==> config.mk <==
export PLATFORM = sky130hd
export DESIGN_NAME = ann_load_ctrl
export DESIGN_NICKNAME = d
export VERILOG_FILES = /design/src/rtl/ann_load_ctrl.sv
export SDC_FILE = /design/constraint.sdc
export NUM_CORES = 1
export LEC_CHECK = 0
export CAP_MARGIN = 20
export CORE_MARGIN = 3
export CORE_UTILIZATION = 40
export CTS_BUF_LIST = sky130_fd_sc_hd__clkbuf_16
export DETAILED_ROUTE_END_ITERATION = 6
export PLACE_DENSITY = 0.71
export SLEW_MARGIN = 5
export SYNTH_ARGS = -nofsm -noshare
export SYNTH_HDL_FRONTEND = slang
export SYNTH_SLANG_ARGS = --single-unit
export TNS_END_PERCENT = 50
==> constraint.sdc <==
create_clock -name clk -period 5.28 [get_ports clk]
set_clock_uncertainty 0.2 [all_clocks]
set_input_delay 1.056 -clock clk [delete_from_list [all_inputs] [get_ports clk]]
set_output_delay 1.056 -clock clk [all_outputs]
set_load 0.03 [all_outputs]
==> src/rtl/ann_load_ctrl.sv <==
// ann_load_ctrl
// Responder side of the host load/start/done protocol for the ANN accelerator.
// The host streams bytes into a flat address space: the image occupies
// addresses 0..IMG_BYTES-1 and the parameters (weights/biases) follow directly
// after. Each accepted write is decoded onto either the image-RAM or the
// parameter-RAM write port one cycle later. A start pulse launches one
// inference on the core, and the result is held for the host until the next
// accepted write or start.
//
// Optional feature: define ANN_LOAD_WATCHDOG_EN to add a run-time watchdog.
// If the core does not report done within TIMEOUT_CYC cycles, the block
// forces final_class to all-ones, raises err and moves to DONE.

module ann_load_ctrl #(
   parameter int ADDR_W      = 14,
   parameter int IMG_BYTES   = 784,
   parameter int PARAM_BYTES = 13000,
   parameter int IMG_AW      = 10,
   parameter int PAR_AW      = 14,
   parameter int CLASS_W     = 4
`ifdef ANN_LOAD_WATCHDOG_EN
   ,
   parameter int TIMEOUT_CYC = 2**20
`endif
) (
   input  logic               clk,
   input  logic               rst,
   input  logic               wr_en,
   input  logic [ADDR_W-1:0]  wr_addr,
   input  logic [7:0]         wr_data,
   input  logic               start,
   output logic               img_we,
   output logic [IMG_AW-1:0]  img_addr,
   output logic               par_we,
   output logic [PAR_AW-1:0]  par_addr,
   output logic [7:0]         ram_wdata,
   output logic               core_start,
   input  logic               core_done,
   input  logic [CLASS_W-1:0] core_class,
   output logic [CLASS_W-1:0] final_class,
   output logic               done,
   output logic               busy,
   output logic               err
);

   // Region boundaries expressed at the host address width so that the
   // decode compares and the parameter offset subtract stay width-matched.
   localparam logic [ADDR_W-1:0] IMG_LIM = ADDR_W'(IMG_BYTES);
   localparam logic [ADDR_W-1:0] PAR_LIM = ADDR_W'(IMG_BYTES + PARAM_BYTES);

   typedef enum logic [1:0] {
      IDLE = 2'd0,
      RUN  = 2'd1,
      DONE = 2'd2
   } state_t;

   state_t               state_q,       state_d;
   logic                 img_we_q,      img_we_d;
   logic [IMG_AW-1:0]    img_addr_q,    img_addr_d;
   logic                 par_we_q,      par_we_d;
   logic [PAR_AW-1:0]    par_addr_q,    par_addr_d;
   logic [7:0]           ram_wdata_q,   ram_wdata_d;
   logic                 core_start_q,  core_start_d;
   logic [CLASS_W-1:0]   final_class_q, final_class_d;
   logic                 done_q,        done_d;
   logic                 busy_q,        busy_d;
   logic                 err_q,         err_d;

   logic                 in_img;
   logic                 in_par;
   logic [ADDR_W-1:0]    par_off;

`ifdef ANN_LOAD_WATCHDOG_EN
   localparam int CNT_W = (TIMEOUT_CYC > 2) ? $clog2(TIMEOUT_CYC) : 1;
   localparam logic [CNT_W-1:0] CNT_LIM = CNT_W'(TIMEOUT_CYC - 1);

   logic [CNT_W-1:0]     cnt_q, cnt_d;
`endif

   // Address decode for the incoming write: which region it falls in and
   // its offset inside the parameter region.
   always_comb begin
      in_img  = (wr_addr < IMG_LIM);
      in_par  = !in_img && (wr_addr < PAR_LIM);
      par_off = wr_addr - IMG_LIM;
   end

   // Next-state logic: protocol FSM, write decode onto the RAM ports, result
   // capture and the sticky error flag. Writes take priority over start when
   // both arrive in the same cycle, and out-of-range writes do not count as
   // accepted, so they leave a held result in place.
   always_comb begin
      state_d       = state_q;
      img_we_d      = 1'b0;
      img_addr_d    = img_addr_q;
      par_we_d      = 1'b0;
      par_addr_d    = par_addr_q;
      ram_wdata_d   = ram_wdata_q;
      core_start_d  = 1'b0;
      final_class_d = final_class_q;
      err_d         = err_q;
`ifdef ANN_LOAD_WATCHDOG_EN
      cnt_d         = cnt_q;
`endif

      case (state_q)
         IDLE, DONE: begin
            if (wr_en) begin
               if (in_img) begin
                  img_we_d    = 1'b1;
                  img_addr_d  = IMG_AW'(wr_addr);
                  ram_wdata_d = wr_data;
                  state_d     = IDLE;
               end else if (in_par) begin
                  par_we_d    = 1'b1;
                  par_addr_d  = PAR_AW'(par_off);
                  ram_wdata_d = wr_data;
                  state_d     = IDLE;
               end else begin
                  err_d = 1'b1;
               end
            end else if (start) begin
               state_d      = RUN;
               core_start_d = 1'b1;
`ifdef ANN_LOAD_WATCHDOG_EN
               cnt_d        = '0;
`endif
            end
         end

         RUN: begin
            if (wr_en) begin
               err_d = 1'b1;
            end
            if (core_done) begin
               final_class_d = core_class;
               state_d       = DONE;
`ifdef ANN_LOAD_WATCHDOG_EN
            end else if (cnt_q == CNT_LIM) begin
               final_class_d = '1;
               err_d         = 1'b1;
               state_d       = DONE;
            end else begin
               cnt_d = cnt_q + CNT_W'(1);
`endif
            end
         end

         default: begin
            state_d = IDLE;
         end
      endcase

      busy_d = (state_d == RUN);
      done_d = (state_d == DONE);
   end

   // State and registered outputs, all cleared by the shared synchronous
   // reset so an inference in flight is simply abandoned.
   always_ff @(posedge clk) begin
      if (rst) begin
         state_q       <= IDLE;
         img_we_q      <= 1'b0;
         img_addr_q    <= '0;
         par_we_q      <= 1'b0;
         par_addr_q    <= '0;
         ram_wdata_q   <= '0;
         core_start_q  <= 1'b0;
         final_class_q <= '0;
         done_q        <= 1'b0;
         busy_q        <= 1'b0;
         err_q         <= 1'b0;
`ifdef ANN_LOAD_WATCHDOG_EN
         cnt_q         <= '0;
`endif
      end else begin
         state_q       <= state_d;
         img_we_q      <= img_we_d;
         img_addr_q    <= img_addr_d;
         par_we_q      <= par_we_d;
         par_addr_q    <= par_addr_d;
         ram_wdata_q   <= ram_wdata_d;
         core_start_q  <= core_start_d;
         final_class_q <= final_class_d;
         done_q        <= done_d;
         busy_q        <= busy_d;
         err_q         <= err_d;
`ifdef ANN_LOAD_WATCHDOG_EN
         cnt_q         <= cnt_d;
`endif
      end
   end

   assign img_we      = img_we_q;
   assign img_addr    = img_addr_q;
   assign par_we      = par_we_q;
   assign par_addr    = par_addr_q;
   assign ram_wdata   = ram_wdata_q;
   assign core_start  = core_start_q;
   assign final_class = final_class_q;
   assign done        = done_q;
   assign busy        = busy_q;
   assign err         = err_q;

endmodule
[Word level (Yosys, flattened, before mapping)]
Cells that the tools add are included.
Storage, ports and cells
  input bits: 31
  word-level logic and storage cells: 55
  bits in registers: 44
  output and inout port bits: 42
Operators by class
  reduce and logical (&&, ||, !) cells: 14
  magnitude comparators: 2
  bitwise logic cells: 3
  $add $sub $neg: 1
  muxes and demuxes: 16
  equal/unequal tests: 8
Operator list (number)
  $mux W8: 2
  $lt A14 B10 Y1 const B: 1
  $lt A14 B14 Y1 const B: 1
  $sub A14 B10 Y14 const B: 1
  $mux W2: 5
  $ne A2 B2 Y1 const B: 4
  $mux W1: 7
  $reduce_and A3 Y1: 2
  $reduce_or A3 Y1: 2
  $reduce_and A5 Y1: 1
  $eq A2 B1 Y1 const B: 2
  $eq A2 B2 Y1 const B: 2
  $pmux W2 S2: 1
  $reduce_and A4 Y1: 1
  $reduce_bool A2 Y1: 2
  $reduce_or A4 Y1: 1
  $not A1 Y1: 3
  $logic_not A2 Y1: 1
  $pmux W1 S2: 1
  $reduce_and A2 Y1: 1
  $reduce_or A2 Y1: 1
  $logic_and A1 B1 Y1: 1
  $logic_not A1 Y1: 1

[Logic depth before layout (Yosys ltp)]
Gate-level depths: netlist (run 1).
  depth after elaboration: 8
  depth in mapped cells: 8
  mapped depth without buffers: 6

[Least setup slack after synthesis (run 1)]
Ideal clock, no wire load.
  kind: input-to-reg
  start: in wr_addr[5]
  end: reg par_addr_q[4], in the netlist par_addr[4]
  library setup time: 0.086 ns
  arrival time: 2.441 ns
  slack: 2.553 ns
  required time: 4.994 ns
  buffers on the path: 0
  stages: 6
  path through: inv_1 ha_1 or3b_2 a21oi_2 nor3_2 a211oi_1
On the way
  cells in the longest elaborated chain, start to end: 4
  elaborated cells between the ends (all ways): 6
  those cells by class: order compare: 2; bitwise: 1; reduce/logical: 3
RTL lines
  start, declared: line 29  | input logic [ADDR_W-1:0] wr_addr,
  $lt A14 B10 Y1: line 83  | in_img = (wr_addr < IMG_LIM);
  $logic_not A1 Y1: line 84  | in_par = !in_img && (wr_addr < PAR_LIM);
  $logic_and A1 B1 Y1: line 84
  $reduce_and A4 Y1 (no source line) (*)
  end signal, assigned: line 181  | par_addr_q <= par_addr_d;
  end, declared: line 61  | logic [PAR_AW-1:0] par_addr_q, par_addr_d;
Mark *: on every way between the ends. The rest lies on a longest branch, timed or not.
A chain may end at the register's enable or synchronous reset.

[Final worst setup path (run 1)]
  start: in wr_en
  end: reg par_addr_q[7], in the netlist par_addr[7]
On the way
  cells in the longest elaborated chain, start to end: 1
RTL lines
  start, declared: line 28  | input logic wr_en,
  $reduce_and A4 Y1 (no source line)
No other way between the ends.

==> metrics.md, run 1 <==
| Metric | Value |
|---|---|
| Total negative slack | `0 ps` |
| Vias | `1,818` |
| Max cap viols | `0` |
| Routed wire per std cell | `15.5 um` |
| Buffer depth of the longest clock path | `2` |
| Max Clock Freq | `0.297 GHz` |
| Peak supply drop | `176 uV` |
| Area share of the largest cell type after synthesis | `46.8%` |
| Crit path cell chain | `clkdlybuf4s50_1, nor2b_1, o21ai_1, nor3_2, a311oi_1` |
| Drt first pass iters | `4` |
| Rows | `24` |
| Cts hold-fix bufs | `0` |
| Post-Syn Instances | `210` |
| Yosys reg bits | `44` |
| CTS tree | `built` |
| Final wirelength | `5100 um` |
| Sequential element share of the synthesized area | `46.8%` |
| Post-Syn Area | `1880 um^2` |
| Starting density of the core | `42.3%` |
| Final ANT Viol Nets | `0` |
| Combinational Power Share | `18.2%` |
| Core Area | `4440 um^2` |
| GPL Wtd Cong | `0.799` |
| Share of cells above drive strength 1 | `6.47%` |
| Min Tclk post-route | `3370 ps` |
| Slew Limit Fails | `0` |
| Final Hold Vio Count | `0` |
| Clock power share | `39.8%` |
| Placed insts | `321` |
| Inserted Diodes | `0` |
| YS warnings | `0` |
| Initial antenna violation count | `0` |
| Die width | `74.6 um` |
| Clk_lat worst skew | `280 ps` |
| Status | `completed` |
| Final period utilization | `63.8%` |
| Global route overflow | `0` |
| CTS resizes | `0` |
| Hold Path Class | `register to register` |
| Clock-pin slew on the worst setup and hold paths | `60 ps` |
| Syn Area/Cell | `8.96 um^2` |
| Vias/cell | `5.51` |
| CP max FO | `15` |
| Most common cell in the netlist | `dfxtp_1` |
| Worst slew pin tran | `1010 ps` |
| Port Buf Inserts | `72` |
| Dpl hpwl | `3560 um` |
| GR Util All Layers | `18.6%` |
| Synth top cells by count | `44 x dfxtp_1, 28 x a21oi_1, 15 x nand3_1` |
| Synth area leaders | `dfxtp_1 47%, a21oi_1 7.4%, nand3_1 4.0%` |
| Final Util | `62.9%` |
| # setup viols final | `0` |
| Type of destination of the critical path | `register` |
| CTS Root Cell | `clkbuf_16` |
| Post-route insts no fill | `330` |
| Distinct cells, synth | `37` |
| Residual DRC | `0` |
| Buffer count from post-CTS setup fixing | `0` |
| Synth Net Count | `243` |
| Lkg Pwr | `1.02 nW` |
| DIE HEIGHT | `74.6 um` |
| Total clock sinks | `44` |
| P per Cell Area | `305 nW/um^2` |
| Top Ports | `73` |
| Worst setup SP type | `primary input` |
| CTS Buf Count | `5` |
| Largest stage delay on the critical path | `620 ps` |
| Total power | `0.851 mW` |
| Yosys top cell by area | `dfxtp_1` |
| Asr flop ratio synth | `0%` |
| Die footprint | `5560 um^2` |
| Internal power | `0.638 mW` |
| Number of global-route vias before repair | `1,742` |
| NetSw | `0.213 mW` |
| Most used DFF post-synth | `dfxtp_1` |
| Switching Fraction | `25.0%` |
| H-tree depth | `2` |
| Post-layout nets | `310` |
| Iteration-0 DRC Markers | `104` |
| RSZ-0062 raised after global routing | `no` |
| CP Class | `primary input to register` |
| Sequential power share | `42.1%` |
| Worst slew margin | `32.5%` |
| Post-synth EDFFs | `0` |
| CP max-delay cell | `nor3_2` |
| CP Data Arrival Time | `3290 ps` |
| Largest net degree at the start of global routing | `45` |
| CP Data Required Time | `5210 ps` |
| First-pass GRT wire length | `8170 um` |
| P&R area growth vs syn | `48.5%` |
-- stage by stage --
stage / setup slack, ps / hold WS (ps) / instance area, um^2
2_1_floorplan: 2550 / 281 / 1880
3_3_place_gp: 1530 / 243 / 2620
3_5_place_dp: 1500 / 250 / 2620
4_1_cts: 1790 / 258 / 2790
5_1_grt: 1690 / 276 / 2800
6_report: 1910 / 253 / 2800
-- flip-flops by register name (all words and copies together), names as in the netlist --
signal	count
img_we	1
done	1
final_class	4
ram_wdata	8
err	1
img_addr	10
busy	1
core_start	1
par_we	1
state_q	2
par_addr	14
-- cell usage in the layout, fill, tap and decap left out, types with 3 or more instances in the layout --
| master | count |
|---|---|
| a211oi_1 | 6 |
| a21oi_1 | 28 |
| a31oi_1 | 9 |
| buf_4 | 3 |
| clkbuf_16 | 5 |
| clkdlybuf4s50_1 | 72 |
| dfxtp_1 | 44 |
| inv_1 | 4 |
| mux2i_1 | 7 |
| nand2_1 | 12 |
| nand3_1 | 15 |
| nand4_1 | 5 |
| nor2_1 | 14 |
| nor2b_1 | 3 |
| o21ai_0 | 10 |
| o31ai_1 | 6 |
| xnor2_1 | 5 |
-- critical path: cells and delay by family --
kind                   cells  cell delay, ps
AND/OR/NAND/NOR            2            1080
buffers and inverters      1             510
AO/OA/AOI/OAI              2             640
-- power groups by stage --
stage	Combinational [mW]	Clock, mW	Sequential, mW
6_report	0.155	0.339	0.358
5_1_grt	0.165	0.361	0.361
4_1_cts	0.155	0.347	0.358
3_5_place_dp	0.155	0	0.365
3_3_place_gp	0.153	0	0.365
2_1_floorplan	0.0509	0	0.396
-- routing by layer --
layer / GRT usage [%] / part of all wire (%) / up-vias
li1: - / - / 908
met4: 5.93 / 0.33 / 0
met2: 28.8 / 46 / 77
met3: 4.86 / 7.9 / 4
met1: 25.5 / 46 / 829
met5: 0 / 0 / -
-- cell type report --
cell class | count | area [um^2]
multi-input combinational | 148 | 931
sequential | 44 | 881
clock inverter | 3 | 38.8
fill | 406 | 1650
clock buffer | 5 | 125
tap | 52 | 65.1
timing repair buffer | 75 | 743
inverter | 3 | 11.3
-- cell families (layout without fill, tap and decap cells) --
family | after synthesis | count (layout) | share of synthesized area (%)
compound gates | 69 | 69 | 23.3
simple gates | 63 | 63 | 17.8
flops | 44 | 44 | 46.8
buf+inv | 18 | 86 | 3.72
xor+xnor | 7 | 7 | 3.26
mux | 7 | 7 | 3.72
fa+ha+maj | 2 | 2 | 1.33
-- worst paths after layout --
kind	startpoint	to	slack (ps)	cells after the start
max	wr_en	par_addr[7]	1910	5
min	img_addr[0]	img_addr[0]	250	2
max reg2reg	state_q[0]	par_addr[7]	2870	4
min reg2reg	img_addr[0]	img_addr[0]	250	2
No activity file was read; power rests on OpenSTA's default activity.
==> run 2, diff against run 1 <==
--- a/config.mk
+++ b/config.mk
@@ -7,10 +7,10 @@
 export LEC_CHECK = 0
 export CAP_MARGIN = 20
 export CORE_MARGIN = 3
-export CORE_UTILIZATION = 40
+export CORE_UTILIZATION = 39
 export CTS_BUF_LIST = sky130_fd_sc_hd__clkbuf_16
 export DETAILED_ROUTE_END_ITERATION = 6
-export PLACE_DENSITY = 0.71
+export PLACE_DENSITY = 0.73
 export SLEW_MARGIN = 5
 export SYNTH_ARGS = -nofsm -noshare
 export SYNTH_HDL_FRONTEND = slang
==> constraint.sdc (replaced) <==
create_clock -name clk -period 2.8 [get_ports clk]
set_clock_uncertainty 0.2 [all_clocks]
set_input_delay 0.56 -clock clk [delete_from_list [all_inputs] [get_ports clk]]
set_output_delay 0.56 -clock clk [all_outputs]
set_load 0.03 [all_outputs]
==> metrics.md, run 2 (synthesis gave the netlist of run 1 again) <==
| Metric | Value |
|---|---|
| Routed wire per std cell | `15.2 um` |
| Total negative slack | `0 ps` |
| DIE HEIGHT | `75.5 um` |
| Hold path cells | `2` |
| Max Clock Freq | `0.410 GHz` |
| Max cap viols | `0` |
| Inserted Diodes | `0` |
| Buffer depth of the longest clock path | `2` |
| Buffer count from post-CTS setup fixing | `0` |
| Vias/cell | `5.52` |
| Switching Fraction | `23.8%` |
| Final wirelength | `5200 um` |
| RSZ-0062 raised after global routing | `no` |
| Clock power share | `42.5%` |
| Worst slew pin tran | `558 ps` |
| Starting density of the core | `41.8%` |
| Dpl hpwl | `3760 um` |
| Internal power | `1.31 mW` |
| P per Cell Area | `583 nW/um^2` |
| Core Area | `4500 um^2` |
| Top Ports | `73` |
| Largest net degree at the start of global routing | `45` |
| Total clock sinks | `44` |
| Port Buf Inserts | `72` |
| H-tree depth | `2` |
| Final ANT Viol Nets | `0` |
| Worst setup SP type | `primary input` |
| CTS resizes | `0` |
| First-pass GRT wire length | `8180 um` |
| Sequential power share | `39.3%` |
| Number of global-route vias before repair | `1,794` |
| Vias | `1,894` |
| R2R Setup Slk | `990 ps` |
| Iteration-0 DRC Markers | `95` |
| CTS Buf Count | `5` |
| Residual DRC | `0` |
| Worst Hold Path EP | `final_class[2]` |
| P&R area growth vs syn | `56.6%` |
| Slew Limit Fails | `0` |
| Reg2reg end | `par_addr[7]` |
| Hold Path Class | `register to register` |
| CP max FO | `8` |
| Peak supply drop | `277 uV` |
| Final Cell Area | `2950 um^2` |
| GPL Wtd Cong | `0.819` |
| Most common cell after layout, fill and taps aside | `clkdlybuf4s50_1` |
| Worst slew margin | `62.6%` |
| Final Hold Vio Count | `0` |
| Final Util | `65.4%` |
| Combinational Power Share | `18.1%` |
| Post-layout nets | `324` |
| Area post-placement | `2760 um^2` |
| FILL cells | `380` |
| Share of cells above drive strength 1 | `11.0%` |
| Max reg flops | `14` |
| CP Data Required Time | `2730 ps` |
| Rows | `24` |
| Lkg Pwr | `1.11 nW` |
| # setup viols final | `0` |
| Seq. cell area | `881 um^2` |
| Clock-pin slew on the worst setup and hold paths | `60 ps` |
| Worst r2r src | `state_q[0]` |
| Die footprint | `5690 um^2` |
| Final period utilization | `87.0%` |
| Status | `completed` |
| Global route overflow | `0` |
| Multi-input gate area | `931 um^2` |
| Drt first pass iters | `4` |
| Hold Startpoint | `final_class[2]` |
| CTS Root Cell | `clkbuf_16` |
| GR Util All Layers | `18.6%` |
| Die width | `75.5 um` |
| NetSw | `0.410 mW` |
| CTS tree | `built` |
| CP Class | `primary input to register` |
| Initial antenna violation count | `0` |
| Min Tclk post-route | `2440 ps` |
| Clk_lat worst skew | `280 ps` |
| Type of destination of the critical path | `register` |
| Cts hold-fix bufs | `0` |
| Most frequent cells in the layout | `72 x clkdlybuf4s50_1, 44 x dfxtp_1, 28 x a21oi_1` |
| Reg2Reg Depth | `4` |
| CP Data Arrival Time | `2360 ps` |
[run 2: layout make-up]
cell class | count | area share, %
flip-flops and latches | 44 | 29.9
repair buffers | 89 | 29.6
inverters | 3 | 0.382
clock inverters | 2 | 2.04
multi-input cells | 148 | 31.6
clock buffers | 5 | 4.25
well taps | 52 | 2.21
[run 2: how the worst max path moves through the flow]
stage               startpoint          end  slack, ps  cells after the start
floorplan           wr_addr[5]  par_addr[4]        570                      6
global placement    wr_addr[5]  par_addr[4]        120                      7
detailed placement  wr_addr[5]  par_addr[7]         60                      7
CTS                 wr_addr[5]  par_addr[7]        340                      7
global route        wr_addr[5]  par_addr[7]        160                      7
finish              wr_addr[5]  par_addr[7]        360                      7
[run 2: layer usage]
layer / vias up / wire (um) / GRT usage [%]
met1: 865 / 2330 / 24.1
met5: - / 0 / 0
met4: 0 / 112 / 6.80
met3: 14 / 395 / 5.01
met2: 83 / 2370 / 29.6
li1: 932 / - / -
[run 2: worst max-delay path: stages]
cell,delay [ps]
clkdlybuf4s50_1,550
inv_1,80
ha_1,180
a21oi_1,200
nor3_2,110
nor3_2,490
a311oi_1,180
[run 2: stage by stage]
stage	hold WS (ps)	worst slack, ps	std cells	power [mW]
2_1_floorplan	281	569	210	0.843
3_3_place_gp	244	120	336	0.997
3_5_place_dp	247	55.9	336	1.00
4_1_cts	255	342	343	1.73
5_1_grt	270	159	343	1.78
6_report	252	363	343	1.72
[run 2: power by group through the flow]
stage          combinational (mW)  clock [mW]  sequential (mW)
2_1_floorplan              0.0959           0            0.747
6_report                    0.312       0.731            0.676
3_3_place_gp                0.308           0            0.688
3_5_place_dp                0.311           0            0.689
5_1_grt                     0.334       0.767            0.679
4_1_cts                     0.314       0.742            0.676
==> run 3, diff against run 2 <==
--- a/config.mk
+++ b/config.mk
@@ -5,12 +5,13 @@
 export SDC_FILE = /design/constraint.sdc
 export NUM_CORES = 1
 export LEC_CHECK = 0
-export CAP_MARGIN = 20
+export CAP_MARGIN = 15
 export CORE_MARGIN = 3
 export CORE_UTILIZATION = 39
 export CTS_BUF_LIST = sky130_fd_sc_hd__clkbuf_16
 export DETAILED_ROUTE_END_ITERATION = 6
 export PLACE_DENSITY = 0.73
+export SKIP_LAST_GASP = 1
 export SLEW_MARGIN = 5
 export SYNTH_ARGS = -nofsm -noshare
 export SYNTH_HDL_FRONTEND = slang
==> constraint.sdc (replaced) <==
create_clock -name clk -period 2.05 [get_ports clk]
set_clock_uncertainty 0.2 [all_clocks]
set_input_delay 0.41 -clock clk [delete_from_list [all_inputs] [get_ports clk]]
set_output_delay 0.41 -clock clk [all_outputs]
set_load 0.03 [all_outputs]
==> metrics.md, run 3 (synthesis gave the netlist of run 1 again) <==
| Metric | Value |
|---|---|
| Status | `completed` |
| Residual DRC | `0` |
| Max reg flops | `14` |
| Largest net degree at the start of global routing | `45` |
| Initial antenna violation count | `0` |
| Max cap viols | `0` |
| CTS Buf Count | `5` |
| P&R area growth vs syn | `72.0%` |
| Worst slew margin | `72.2%` |
| Slew Limit Fails | `0` |
| Min Tclk post-route | `2010 ps` |
| First-pass GRT wire length | `9290 um` |
| Worst setup SP type | `primary input` |
| Lkg Pwr | `1.28 nW` |
| Worst slew pin tran | `415 ps` |
| Peak supply drop | `399 uV` |
| # setup viols final | `0` |
| CP max FO | `17` |
| Final ANT Viol Nets | `0` |
| Total power | `2.28 mW` |
| CTS tree | `built` |
| Vias/cell | `5.57` |
| CP Data Required Time | `1990 ps` |
| Top Ports | `73` |
| Type of destination of the critical path | `register` |
| Number of global-route vias before repair | `1,930` |
| Die footprint | `5690 um^2` |
| CP Data Arrival Time | `1950 ps` |
| Final period utilization | `98.2%` |
| GR Util All Layers | `21.3%` |
| Clock-pin slew on the worst setup and hold paths | `60 ps` |
| Final wirelength | `5950 um` |
| Hold Path Class | `register to register` |
| Worst Hold Path EP | `final_class[0]` |
| Iteration-0 DRC Markers | `118` |
| Max Clock Freq | `0.497 GHz` |
| Dpl hpwl | `3960 um` |
| Hold Startpoint | `final_class[0]` |
| Total negative slack | `0 ps` |
| Inserted Diodes | `0` |
| Share of cells above drive strength 1 | `22.9%` |
| CP Class | `primary input to register` |
| Most common cell after layout, fill and taps aside | `clkdlybuf4s50_1` |
| Core Area | `4500 um^2` |
| Hold path cells | `2` |
| Total clock sinks | `44` |
| Final Hold Vio Count | `0` |
| CTS Root Cell | `clkbuf_16` |
| Worst r2r src | `state_q[0]` |
| Routed wire per std cell | `16.0 um` |
| Global route overflow | `0` |
| Clk_lat worst skew | `280 ps` |
| Critical path startpoint | `wr_addr[8]` |
| H-tree depth | `2` |
| Post-layout nets | `351` |
| Most frequent cells in the layout | `63 x clkdlybuf4s50_1, 44 x dfxtp_1, 36 x buf_4` |
| Hold Worst Slack | `251 ps` |
| P per Cell Area | `703 nW/um^2` |
| RSZ-0062 raised after global routing | `yes` |
| Rows | `24` |
| Port Buf Inserts | `72` |
| Reg2reg end | `par_addr[8]` |
| Cts hold-fix bufs | `0` |
| Starting density of the core | `41.8%` |
| Final Util | `71.9%` |
| R2R Setup Slk | `390 ps` |
| Drt first pass iters | `4` |
| Buffer depth of the longest clock path | `2` |
| DIE HEIGHT | `75.5 um` |
| Reg2Reg Depth | `5` |
| GPL Wtd Cong | `0.850` |
| Vias | `2,067` |
| Die width | `75.5 um` |
==> run 3: worst max path at each step <==
stage                   to  slack [ps]  depth (start not counted)
5_1_grt        par_addr[7]         -10                          7
3_5_place_dp   par_addr[5]        -480                          7
6_report       par_addr[6]          40                          6
3_3_place_gp   par_addr[5]        -420                          7
4_1_cts        par_addr[7]           2                          7
2_1_floorplan  par_addr[4]          50                          6
==> run 3: final cells by class <==
| type | count | area [um^2] |
|---|---|---|
| inverter | 3 | 11.3 |
| clock buffer | 5 | 125 |
| sequential | 44 | 881 |
| multi-input combinational | 148 | 1010 |
| clock inverter | 3 | 37.5 |
| timing repair buffer | 116 | 1100 |
| tap | 52 | 65.1 |
| fill | 359 | 1270 |
==> run 3: worst max-delay path, stage by stage <==
cell and delay (ps):
clkdlybuf4s50_1 500, nand4b_1 160, or3_4 410, buf_6 170, a31oi_1 210, a211oi_1 80
==> run 3: report_power, final <==
part,switching [mW],internal (mW),leakage [nW]
Combinational,0.250,0.229,0.839
Clock,0.307,0.566,0.0789
Sequential,0.0253,0.899,0.360
==> run 3: timing repair <==
action,4_1_cts,5_1_grt
resized for setup,22,14
endpoints found under the setup margin,37,27
pin swaps,9,7
gates cloned,1,0
endpoints found under the hold margin,0,0
setup buffers,3,1
==> run 3: metrics by stage <==
stage	std cells	area, um^2	setup slack, ps
after global routing	371	3240	-10.7
after floorplan	210	1890	54.3
final	371	3240	37.8
after CTS	370	3190	2.39
after global placement	358	2940	-415
after detailed placement	358	2940	-477
==> run 3: routing by layer <==
metal	GRT usage, %	share of wire, %	vias up
met3	4.22	6.4	8
met4	6.80	1.4	0
met1	26.4	43	975
met5	0	0	-
li1	-	-	993
met2	36.9	50	91
